## src/rtl/frame_param_latch_pkg.sv

```systemverilog
// Shared types and defaults for the render-domain parameter latch.
// Latency: n/a (types and constants only).
// Backpressure: n/a.
package frame_param_latch_pkg;

  typedef enum logic [1:0] {
    IDLE     = 2'd0,
    SETTLING = 2'd1,
    PENDING  = 2'd2
  } param_state_t;

  localparam int DEFAULT_STABLE_CYCLES = 4;

endpackage

```

## src/rtl/frame_param_latch_change_detector.sv

```systemverilog
// Tracks the previous sync word and how long it has been unchanged.
// Latency: stable_o rises STABLE_CYCLES+1 cycles after a new value first appears.
// Backpressure: none; samples every cycle.
// Ports: clk, rst (async active-high), sync_in_i (word from synchronizer),
//        prev_o (last-cycle word), stable_o (word unchanged long enough).
module param_change_detector
  import frame_param_latch_pkg::*;
#(
  parameter int WIDTH         = 32,
  parameter int STABLE_CYCLES = DEFAULT_STABLE_CYCLES
) (
  input  logic             clk,
  input  logic             rst,
  input  logic [WIDTH-1:0] sync_in_i,
  output logic [WIDTH-1:0] prev_o,
  output logic             stable_o
);

  localparam int              CNT_W   = $clog2(STABLE_CYCLES + 1);
  localparam logic [CNT_W-1:0] CNT_MAX = CNT_W'(STABLE_CYCLES);

  logic [WIDTH-1:0] prev_q;
  logic [CNT_W-1:0] cnt_q;
  logic [CNT_W-1:0] cnt_d;

  // Any bit movement restarts qualification; otherwise count up and hold at max.
  always_comb begin
    cnt_d = cnt_q;
    if (sync_in_i != prev_q) begin
      cnt_d = '0;
    end else if (cnt_q != CNT_MAX) begin
      cnt_d = cnt_q + CNT_W'(1);
    end
  end

  always_ff @(posedge clk or posedge rst) begin
    if (rst) begin
      prev_q <= '0;
      cnt_q  <= '0;
    end else begin
      prev_q <= sync_in_i;
      cnt_q  <= cnt_d;
    end
  end

  assign prev_o   = prev_q;
  assign stable_o = (cnt_q == CNT_MAX);

endmodule

```

## src/rtl/frame_param_latch.sv

```systemverilog
// Qualifies a CDC-synchronized parameter word and applies it only at frame boundaries.
// Latency: first commit at cycle STABLE_CYCLES+2; later values pend from STABLE_CYCLES+2
//          and appear the cycle after the accepted frame_start.
// Backpressure: none; a newer value supersedes a staged one, which is then dropped.
// Ports: clk, rst (async active-high), sync_in, frame_start (frame pulse),
//        param_out, param_valid, update_pulse, pending.
module frame_param_latch
  import frame_param_latch_pkg::*;
#(
  parameter int WIDTH         = 32,
  parameter int STABLE_CYCLES = DEFAULT_STABLE_CYCLES
) (
  input  logic             clk,
  input  logic             rst,
  input  logic [WIDTH-1:0] sync_in,
  input  logic             frame_start,
  output logic [WIDTH-1:0] param_out,
  output logic             param_valid,
  output logic             update_pulse,
  output logic             pending
);

  param_state_t     state_q, state_d;
  logic [WIDTH-1:0] out_q, out_d;
  logic [WIDTH-1:0] staged_q, staged_d;
  logic             valid_q, valid_d;
  logic             pulse_q, pulse_d;
  logic             pend_q, pend_d;

  logic [WIDTH-1:0] prev_in;
  logic             stable;

  param_change_detector #(
    .WIDTH         (WIDTH),
    .STABLE_CYCLES (STABLE_CYCLES)
  ) u_detector (
    .clk       (clk),
    .rst       (rst),
    .sync_in_i (sync_in),
    .prev_o    (prev_in),
    .stable_o  (stable)
  );

  always_comb begin
    state_d  = state_q;
    out_d    = out_q;
    staged_d = staged_q;
    valid_d  = valid_q;
    pulse_d  = 1'b0;
    case (state_q)
      IDLE: begin
        if (!valid_q || (sync_in != out_q)) begin
          state_d = SETTLING;
        end
      end
      SETTLING: begin
        if (stable) begin
          if (valid_q && (prev_in == out_q)) begin
            // Excursion came back to the committed word: nothing to apply.
            state_d = IDLE;
          end else if (!valid_q) begin
            // Nothing rendered yet, so no frame boundary to wait for.
            out_d   = prev_in;
            valid_d = 1'b1;
            pulse_d = 1'b1;
            state_d = IDLE;
          end else begin
            staged_d = prev_in;
            state_d  = PENDING;
          end
        end
      end
      PENDING: begin
        // Commit takes priority over a same-cycle input change; IDLE re-detects it.
        if (frame_start) begin
          out_d   = staged_q;
          pulse_d = 1'b1;
          state_d = IDLE;
        end else if (sync_in != staged_q) begin
          state_d = SETTLING;
        end
      end
      default: state_d = IDLE;
    endcase
    pend_d = (state_d == PENDING);
  end

  always_ff @(posedge clk or posedge rst) begin
    if (rst) begin
      state_q  <= IDLE;
      out_q    <= '0;
      staged_q <= '0;
      valid_q  <= 1'b0;
      pulse_q  <= 1'b0;
      pend_q   <= 1'b0;
    end else begin
      state_q  <= state_d;
      out_q    <= out_d;
      staged_q <= staged_d;
      valid_q  <= valid_d;
      pulse_q  <= pulse_d;
      pend_q   <= pend_d;
    end
  end

  assign param_out    = out_q;
  assign param_valid  = valid_q;
  assign update_pulse = pulse_q;
  assign pending      = pend_q;

endmodule

```

## config.mk

```make
export PLATFORM = sky130hd
export DESIGN_NAME = frame_param_latch
export DESIGN_NICKNAME = d
export VERILOG_FILES = /design/src/rtl/frame_param_latch_pkg.sv /design/src/rtl/frame_param_latch_change_detector.sv /design/src/rtl/frame_param_latch.sv
export SDC_FILE = /design/constraint.sdc
export NUM_CORES = 1
export LEC_CHECK = 0
export CORE_MARGIN = 5
export CORE_UTILIZATION = 40
export CTS_CLUSTER_SIZE = 30
export DETAILED_ROUTE_END_ITERATION = 10
export GPL_TIMING_DRIVEN = 0
export HOLD_SLACK_MARGIN = 0.1
export PLACE_DENSITY_LB_ADDON = 0.08
export SLEW_MARGIN = 20
export SYNTH_ARGS = -nofsm -noshare
export SYNTH_HDL_FRONTEND = slang
export SYNTH_HIERARCHICAL = 1
export SYNTH_SLANG_ARGS = --single-unit
```

## constraint.sdc

```tcl
create_clock -name clk -period 3.9 [get_ports clk]
set_input_delay 0.39 -clock clk [delete_from_list [all_inputs] [get_ports clk]]
set_output_delay 0.39 -clock clk [all_outputs]
set_load 0.02 [all_outputs]
```

# [Word-level counts from Yosys, hierarchy flattened]
# Index checks and enable logic that the tools add are counted.
[word_totals] regBits=104 inputBits=35 out_inout_bits=35 elab_cells=51
[op_classes] add_sub_neg=1 n_eq_ne=13 mux=19 n_bitwise=1 n_reduce_logical=9
[ops] cell="32-bit 2-to-1 mux" n=4
[ops] cell="32-bit inequality test" n=3
[ops] cell="32-bit case mux with 2 select lines" n=1
[ops] cell="32-bit == test" n=1
[ops] cell="2-bit 2-to-1 mux" n=6
[ops] cell="2-bit inequality test (second input constant)" n=4
[ops] cell="3-bit 2-to-1 mux" n=2
[ops] cell="2-bit case mux with 3 select lines" n=1
[ops] cell="5-bit AND reduction" n=1
[ops] cell="2-bit == test (second input constant)" n=2
[ops] cell="1-bit 2-to-1 mux" n=4
[ops] cell="4-bit AND reduction" n=1
[ops] cell="2-bit nonzero test" n=2
[ops] cell="3-bit by 1-bit adder with 3-bit output (second input constant)" n=1
[ops] cell="3-bit == test (second input constant)" n=1
[ops] cell="3-bit inequality test (second input constant)" n=1
[ops] cell="3-bit AND reduction" n=1
[ops] cell="2-bit by 1-bit == test with 1-bit output (second input constant)" n=1
[ops] cell="2-bit zero test" n=1
[ops] cell="1-bit case mux with 2 select lines" n=1
[ops] cell="1-bit logical AND" n=1
[ops] cell="1-bit zero test" n=1
[ops] cell="1-bit logical OR" n=1
[ops] cell="1-bit NOT" n=1

# [Logic depth before layout (Yosys ltp)]
# Gate-level depths: netlist of the first run.
[depth] ltp_word=6 mapped_depth=11 mapped_depth_nobuf=10

# [Modules after synthesis]
# Netlist of the first run, hierarchy kept.
[by_module_without_submodules] module="frame_param_latch" n_inst=1 cells_per_inst=394 area_per_inst_um2=4266.6 seq_area_each_um2=1726.7
[by_module_without_submodules] module="param_change_detector" n_inst=1 cells_per_inst=91 area_per_inst_um2=1308.8 seq_area_each_um2=875.8

# [Least setup slack after synthesis of the first run]
# No wires, ideal clock.
[synth_timing] path_type="reg2reg" start="reg u_detector.cnt_q[0]" end="reg out_q[4] (netlist: param_out[4])" setup_time_ns=0.077 arrival_ns=1.737 t_required_ns=3.823 slack_ns=2.085 stages_incl_launch_ff=12 path_buffers=1 synth_period_minus_slack_ns=1.815 path_cell_list="dfrtp_1 > inv_1 > ha_1 > nand2_1 > inv_1 > nand2_1 > nor2_1 > a21oi_1 > a21oi_2 > clkbuf_1 > nor2_1 > a21oi_1"
[synth_via] elab_chain_cells=3
[synth_lines] item="start, declared" line="frame_param_latch_change_detector.sv:23" text="logic [CNT_W-1:0] cnt_q;"
[synth_lines] item="start signal, assigned" line="frame_param_latch_change_detector.sv:42" text="cnt_q <= cnt_d;"
[synth_lines] item="3-bit == test" line="frame_param_latch_change_detector.sv:47" text="assign stable_o = (cnt_q == CNT_MAX);"
[synth_lines] item="via stable" line="frame_param_latch.sv:31" text="logic stable;"
[synth_lines] item="2-bit inequality test (no line)"
[synth_lines] item="5-bit AND reduction (no line)"
[synth_lines] item="end signal, assigned" line="frame_param_latch.sv:98" text="out_q <= out_d;"
[synth_lines] item="end, declared" line="frame_param_latch.sv:24" text="logic [WIDTH-1:0] out_q, out_d;"
# The timed path passes the listed nets, and every way through them passes these cells.
# A chain may end at the register's enable or synchronous reset.

# [Worst setup path in the final report of the first run]
[layout_timing] start="reg u_detector.cnt_q[0]" end="reg out_q[6] (netlist: param_out[6])"
# Same word-level chain as after synthesis.

==> run metrics, run 1 <==
DRT antenna net count 0; drt total wl 16400 um; Worst path slowest cell clkbuf_1; CORE AREA 0.0138 mm2; top post-synthesis cells by area dfrtp_1, xor2_1, mux2_4, mux2i_1, xnor2_1; Post-synth EDFFs 0; R2R depth 10; grt total ovfl 0; area share of the largest cell type after synthesis 0.467; Max Cap Violations 0; Avg WL per Cell 21.8 um; top-count cell post-synth dfrtp_1; Pins Over Slew Limit 0; sequential area share after synthesis 0.467; Setup Buffers After CTS 0; Cell Area, Synth 0.00558 mm2; number of port buffers 69; layout cells sized above 1 0.107; Synth Warn # 6; post_cts resized 0; worst slew margin relative to its limit 0.403; Top delay family on crit path buffers and inverters; Setup CP Type register to register; Commonest cells post-synth dfrtp_1, xor2_1, a21oi_1; Die W 128 um; DP Area 0.00653 mm2; Die Height 128 um; GP Congestion 0.873; via-per-instance ratio 5.24; IO Count 70; Hold WS 0.442 ns; RSZ-0062 raised after global routing false; delay of the slowest critical-path stage 0.56 ns; crit path max fanout 10; antenna fix cells 0; Hold Crit Class input pin to async pin; Critical Path, Cell by Cell inv_1 > ha_1 > nand2_1 > inv_1 > nand2_1 > nor2_1 > a21oi_1 > a21oi_2 > clkbuf_1 > a21oi_1; R2R setup slack 1.35 ns; CP required 4.11 ns; Final Skew 0.00782 ns; Max Fclk 0.392 GHz; First-pass DRT Iterations 4; Final Hold Fails 0; post-synth top area cell dfrtp_1; Total GRT Usage 0.207; hold_buf cts 0; sum of negative setup slack 0 ns; final worst path period share 0.655; worst setup margin 1.35 ns; Vias 3933; IR drop worst, VDD 213 uV; Iteration-0 DRC Markers 324; root buf cell clkbuf_16; leakage 2.82 nW; RR Endpoint param_out[6]$_DFFE_PP0P_; Total Nets Final 608; syn_area_per_cell 11.5 um2; pin count of the biggest net entering global routing 38; reg-to-reg startpoint u_detector/cnt_q[0]$_DFFE_PP0P_; Worst-Skew Late Latency 0.36 ns; dpl hpwl 12700 um; DRC violations left 0; CTS H-tree lvls 3; Mapped Nets 526; status finished, final reports clean; CP bufs+invs 3; Clock Path Buffers 2; TritonCTS Buffers 9; worst slew pin tran 0.895 ns; Design Area, Final 0.00684 mm2; final setup violation count 0; Filler Cell Count 1313; die area 0.0164 mm2; #FFs+latches synth 104; count of different cell masters after synthesis 35; Rows 43; antenna violations before repair 0; Arr. time, crit path 2.76 ns; # clock sinks 104; Starting Density 0.405; PD cells 332 mW/mm2; minimum clock period 2.55 ns; Crit. End Element register; asr flop ratio synth 1.00; startpoint types register; commonest register cell after synthesis dfrtp_1; first-pass GRT wire length 25100 um; Syn-to-layout area delta 22.7%; Post-Place Setup Slack 1.32 ns; Final Power 2.27 mW; vias in the first global route 4114; CTS tree yes; Synth Instances 485; Clk pin slew, worst setup/hold paths 0.07 ns
==> state kept, by name, indices dropped and copies added (netlist names) <==
name,count
param_out,32
u_detector/cnt_q,3
pending,1
staged_q,32
state_q,2
param_valid,1
update_pulse,1
u_detector/prev_o,32
==> cell usage in the layout (no fill, tap or decap), types with 2 or more instances in the layout <==
cell             Yosys  layout
mux2_4              30      30
clkbuf_16            0       9
nand2_1              5       5
clkbuf_1             7       7
nor2b_1              7       7
buf_1                2       2
nand3_1              5       5
clkbuf_8             0       3
mux2_2               2       2
nand2b_1             2       2
nor4_1              29      29
a21oi_2              2       2
xnor2_1             34      34
clkdlybuf4s50_1      0      69
nor4_2               2       2
clkinv_2             0       2
a21oi_1             36      36
nor2_1              35      35
ha_1                 6       6
nand4_1             15      15
nor3_1               8       8
xor2_1              91      91
buf_12               0       2
dfrtp_1            104     104
and3_1               2       2
buf_6                3       3
mux2i_1             33      33
inv_1               13      11
==> worst max-delay path by stage <==
| stage | start | end | slack (ns) | depth (start not counted) |
|---|---|---|---|---|
| floorplan | rst | param_out[0]$_DFFE_PP0P_ | 1.77 | 1 |
| global placement | rst | param_out[9]$_DFFE_PP0P_ | 0.25 | 2 |
| detailed placement | sync_in[19] | pending$_DFF_PP0_ | 1.32 | 7 |
| CTS | u_detector/cnt_q[0]$_DFFE_PP0P_ | param_out[18]$_DFFE_PP0P_ | 1.35 | 10 |
| global route | u_detector/cnt_q[0]$_DFFE_PP0P_ | param_out[10]$_DFFE_PP0P_ | 1.10 | 11 |
| finish | u_detector/cnt_q[0]$_DFFE_PP0P_ | param_out[6]$_DFFE_PP0P_ | 1.35 | 10 |
==> power by group <==
group          internal [mW]  total [mW]  switching [mW]
Sequential              1.09        1.12          0.0250
Clock                  0.545       0.946           0.401
Combinational         0.0831       0.203           0.120
==> through the flow <==
stage,std cells,util
after CTS,751,0.497
after global routing,751,0.497
final,751,0.497
after floorplan,485,-
after detailed placement,736,0.474
after global placement,734,0.471
==> layer usage <==
layer  track usage  up-vias  wire [um]
met1         0.302     1962       7910
li1              -     1850          -
met4        0.0574        0        247
met2         0.323      103       7590
met3        0.0288       18        621
met5             0        -          0
==> area by class of cell <==
cell class              instances  area [um2]  area share
inverters                      13        51.3     0.00750
plain buffers                  13        72.6      0.0106
repair buffers                 71         731       0.107
multi-input cells             355        2850       0.417
clock buffers                  12         267      0.0390
flip-flops and latches        104        2600       0.380
well taps                     180         225      0.0329
clock inverters                 3        40.0     0.00585
==> cell families (layout without fill, tap and decap cells) <==
group	Yosys count	in the layout	share of synthesized area
compound gates	46	46	0.0489
xor+xnor	125	125	0.196
fa+ha+maj	6	6	0.0135
buf+inv	26	112	0.0218
flops	104	104	0.467
mux	65	65	0.144
simple gates	113	113	0.109
Power figures use the tool's default switching activity.
==> inputs of run 2 (changes only) <==
- clock period: 3.9 -> 2.3 ns (I/O delays scaled with it)
==> run 2 against run 1 <==
Against the previous run: die area unchanged; clock-buffer cell count unchanged; total power up 70%; combinational power up 69%.
==> run metrics, run 2 (synthesis results as in run 1) <==
TritonCTS Buffers 9 (unchanged); PD cells 559 mW/mm2 (+68%); vias in the first global route 4130 (+0.39%); status finished, final reports clean; DRT antenna net count 0 (unchanged); # clock sinks 104 (unchanged); Final Skew 0.00748 ns (-0.000340 ns); Avg WL per Cell 21.8 um (about the same); commonest non-fill, non-tap cells in the layout dfrtp_1, xor2_1, clkdlybuf4s50_1; Final Hold Fails 0 (unchanged); root buf cell clkbuf_16; Reg area 0.00260 mm2 (unchanged); Post-Place Setup Slack -0.229 ns (-1.55 ns); Pins Over Slew Limit 0 (unchanged); grt total ovfl 0 (unchanged); Top delay family on crit path buffers and inverters; leading cell type in the layout, fill and taps excluded dfrtp_1; met3 Resource Use GR 0.0288 (unchanged); post-route insts no fill 752 (+0.13%); DRC violations left 0 (unchanged); number of port buffers 69 (unchanged); leakage 2.87 nW (+1.7%); CORE AREA 0.0138 mm2 (unchanged); delay of the slowest critical-path stage 0.71 ns (+0.15 ns); Total Nets Final 609 (+0.16%); met2 Use GR 0.324 (+0.00123); antenna fix cells 0 (unchanged); dpl hpwl 12700 um (unchanged); grt met1 use 0.303 (about the same); antenna violations before repair 0 (unchanged); Design Area, Final 0.00689 mm2 (+0.66%); worst setup margin 0.117 ns (-1.23 ns); CTS tree yes; minimum clock period 2.18 ns (-0.370 ns); sum of negative setup slack 0 ns (unchanged); Setup CP Type register to register; Die W 128 um (unchanged); Syn-to-layout area delta 23.5%; IR drop worst, VDD 359 uV (+69%); Starting Density 0.405 (unchanged); Max Fclk 0.458 GHz (+17%); Total GRT Usage 0.207 (+0.000441); most used routing layer met2; Multi-input gate area 0.00287 mm2 (+0.57%); pin count of the biggest net entering global routing 38 (unchanged); Critical Path, Cell by Cell inv_1 > ha_1 > buf_2 > buf_1 > mux2i_1 > a21oi_1; worst slew margin relative to its limit 0.404 (+0.000861); final setup violation count 0 (unchanged); IO Count 70 (unchanged); Worst path slowest cell buf_1; Iteration-0 DRC Markers 350 (+8.0%); Arr. time, crit path 2.40 ns (-0.36 ns); GP Congestion 0.873 (unchanged); first-pass GRT wire length 25200 um (+0.27%); final worst path period share 0.949 (+0.295); Max Cap Violations 0 (unchanged); CP required 2.52 ns (-1.59 ns); CTS H-tree lvls 3 (unchanged); worst slew pin tran 0.894 ns (-0.00129 ns); die area 0.0164 mm2 (unchanged); drt total wl 16400 um (+0.14%); Rows 43 (unchanged); Die Height 128 um (unchanged); Clock Path Buffers 2 (unchanged); DP Area 0.00653 mm2 (unchanged); Clk pin slew, worst setup/hold paths 0.07 ns (about the same); Filler Cell Count 1311 (-0.15%); Vias 3966 (+0.84%); via-per-instance ratio 5.27 (+0.70%); hold_buf cts 0 (unchanged); Hold Crit Class input pin to async pin; layout cells sized above 1 0.121 (+0.0138); fin util 0.500 (+0.00327); Crit. End Element register; First-pass DRT Iterations 4 (unchanged); dpl cells 736 (unchanged); CP bufs+invs 3 (unchanged); startpoint types register; crit path max fanout 10 (unchanged); Hold WS 0.283 ns (-0.160 ns); RSZ-0062 raised after global routing false; Final Power 3.85 mW (+70%); Worst-Skew Late Latency 0.35 ns (about the same)
## run 2: final cells by class
class | count | area share
multi-input cells | 355 | 0.417
flip-flops and latches | 104 | 0.378
repair buffers | 72 | 0.109
clock buffers | 12 | 0.0387
well taps | 180 | 0.0327
plain buffers | 13 | 0.0118
inverters | 13 | 0.00745
clock inverters | 3 | 0.00582
## run 2: worst paths after layout
kind                                               from                         endpoint  slack, ns  cells past startpoint
worst max-delay path               state_q[0]$_DFF_PP0_         param_out[3]$_DFFE_PP0P_       0.12                      6
worst min-delay path                                rst           update_pulse$_DFF_PP0_       0.28                      2
worst max register to register     state_q[0]$_DFF_PP0_         param_out[3]$_DFFE_PP0P_       0.12                      6
worst min register to register  staged_q[4]$_DFFE_PP0P_          staged_q[4]$_DFFE_PP0P_       0.56                      1
max in group asynchronous                           rst         staged_q[14]$_DFFE_PP0P_       1.45                      3
min in group clk                            sync_in[18]  u_detector/prev_o[18]$_DFF_PP0_       0.44                      1
## run 2: routing by layer
layer	wire length, um	part of all wire
met1	7900	0.48
met2	7660	0.47
met3	588	0.036
met4	247	0.015
met5	0	0
## run 2: timing repair
action / CTS / global route
cloned: 0 / 0
setup endpoints to repair: 32 / 36
gates resized for setup: 7 / 3
buffers inserted: 0 / 1
## run 2: report_power, final
group	total, mW	internal [mW]	switching (mW)	leakage, nW
Clock	1.60	0.924	0.680	0.154
Sequential	1.90	1.86	0.0425	1.21
Combinational	0.344	0.141	0.203	1.51
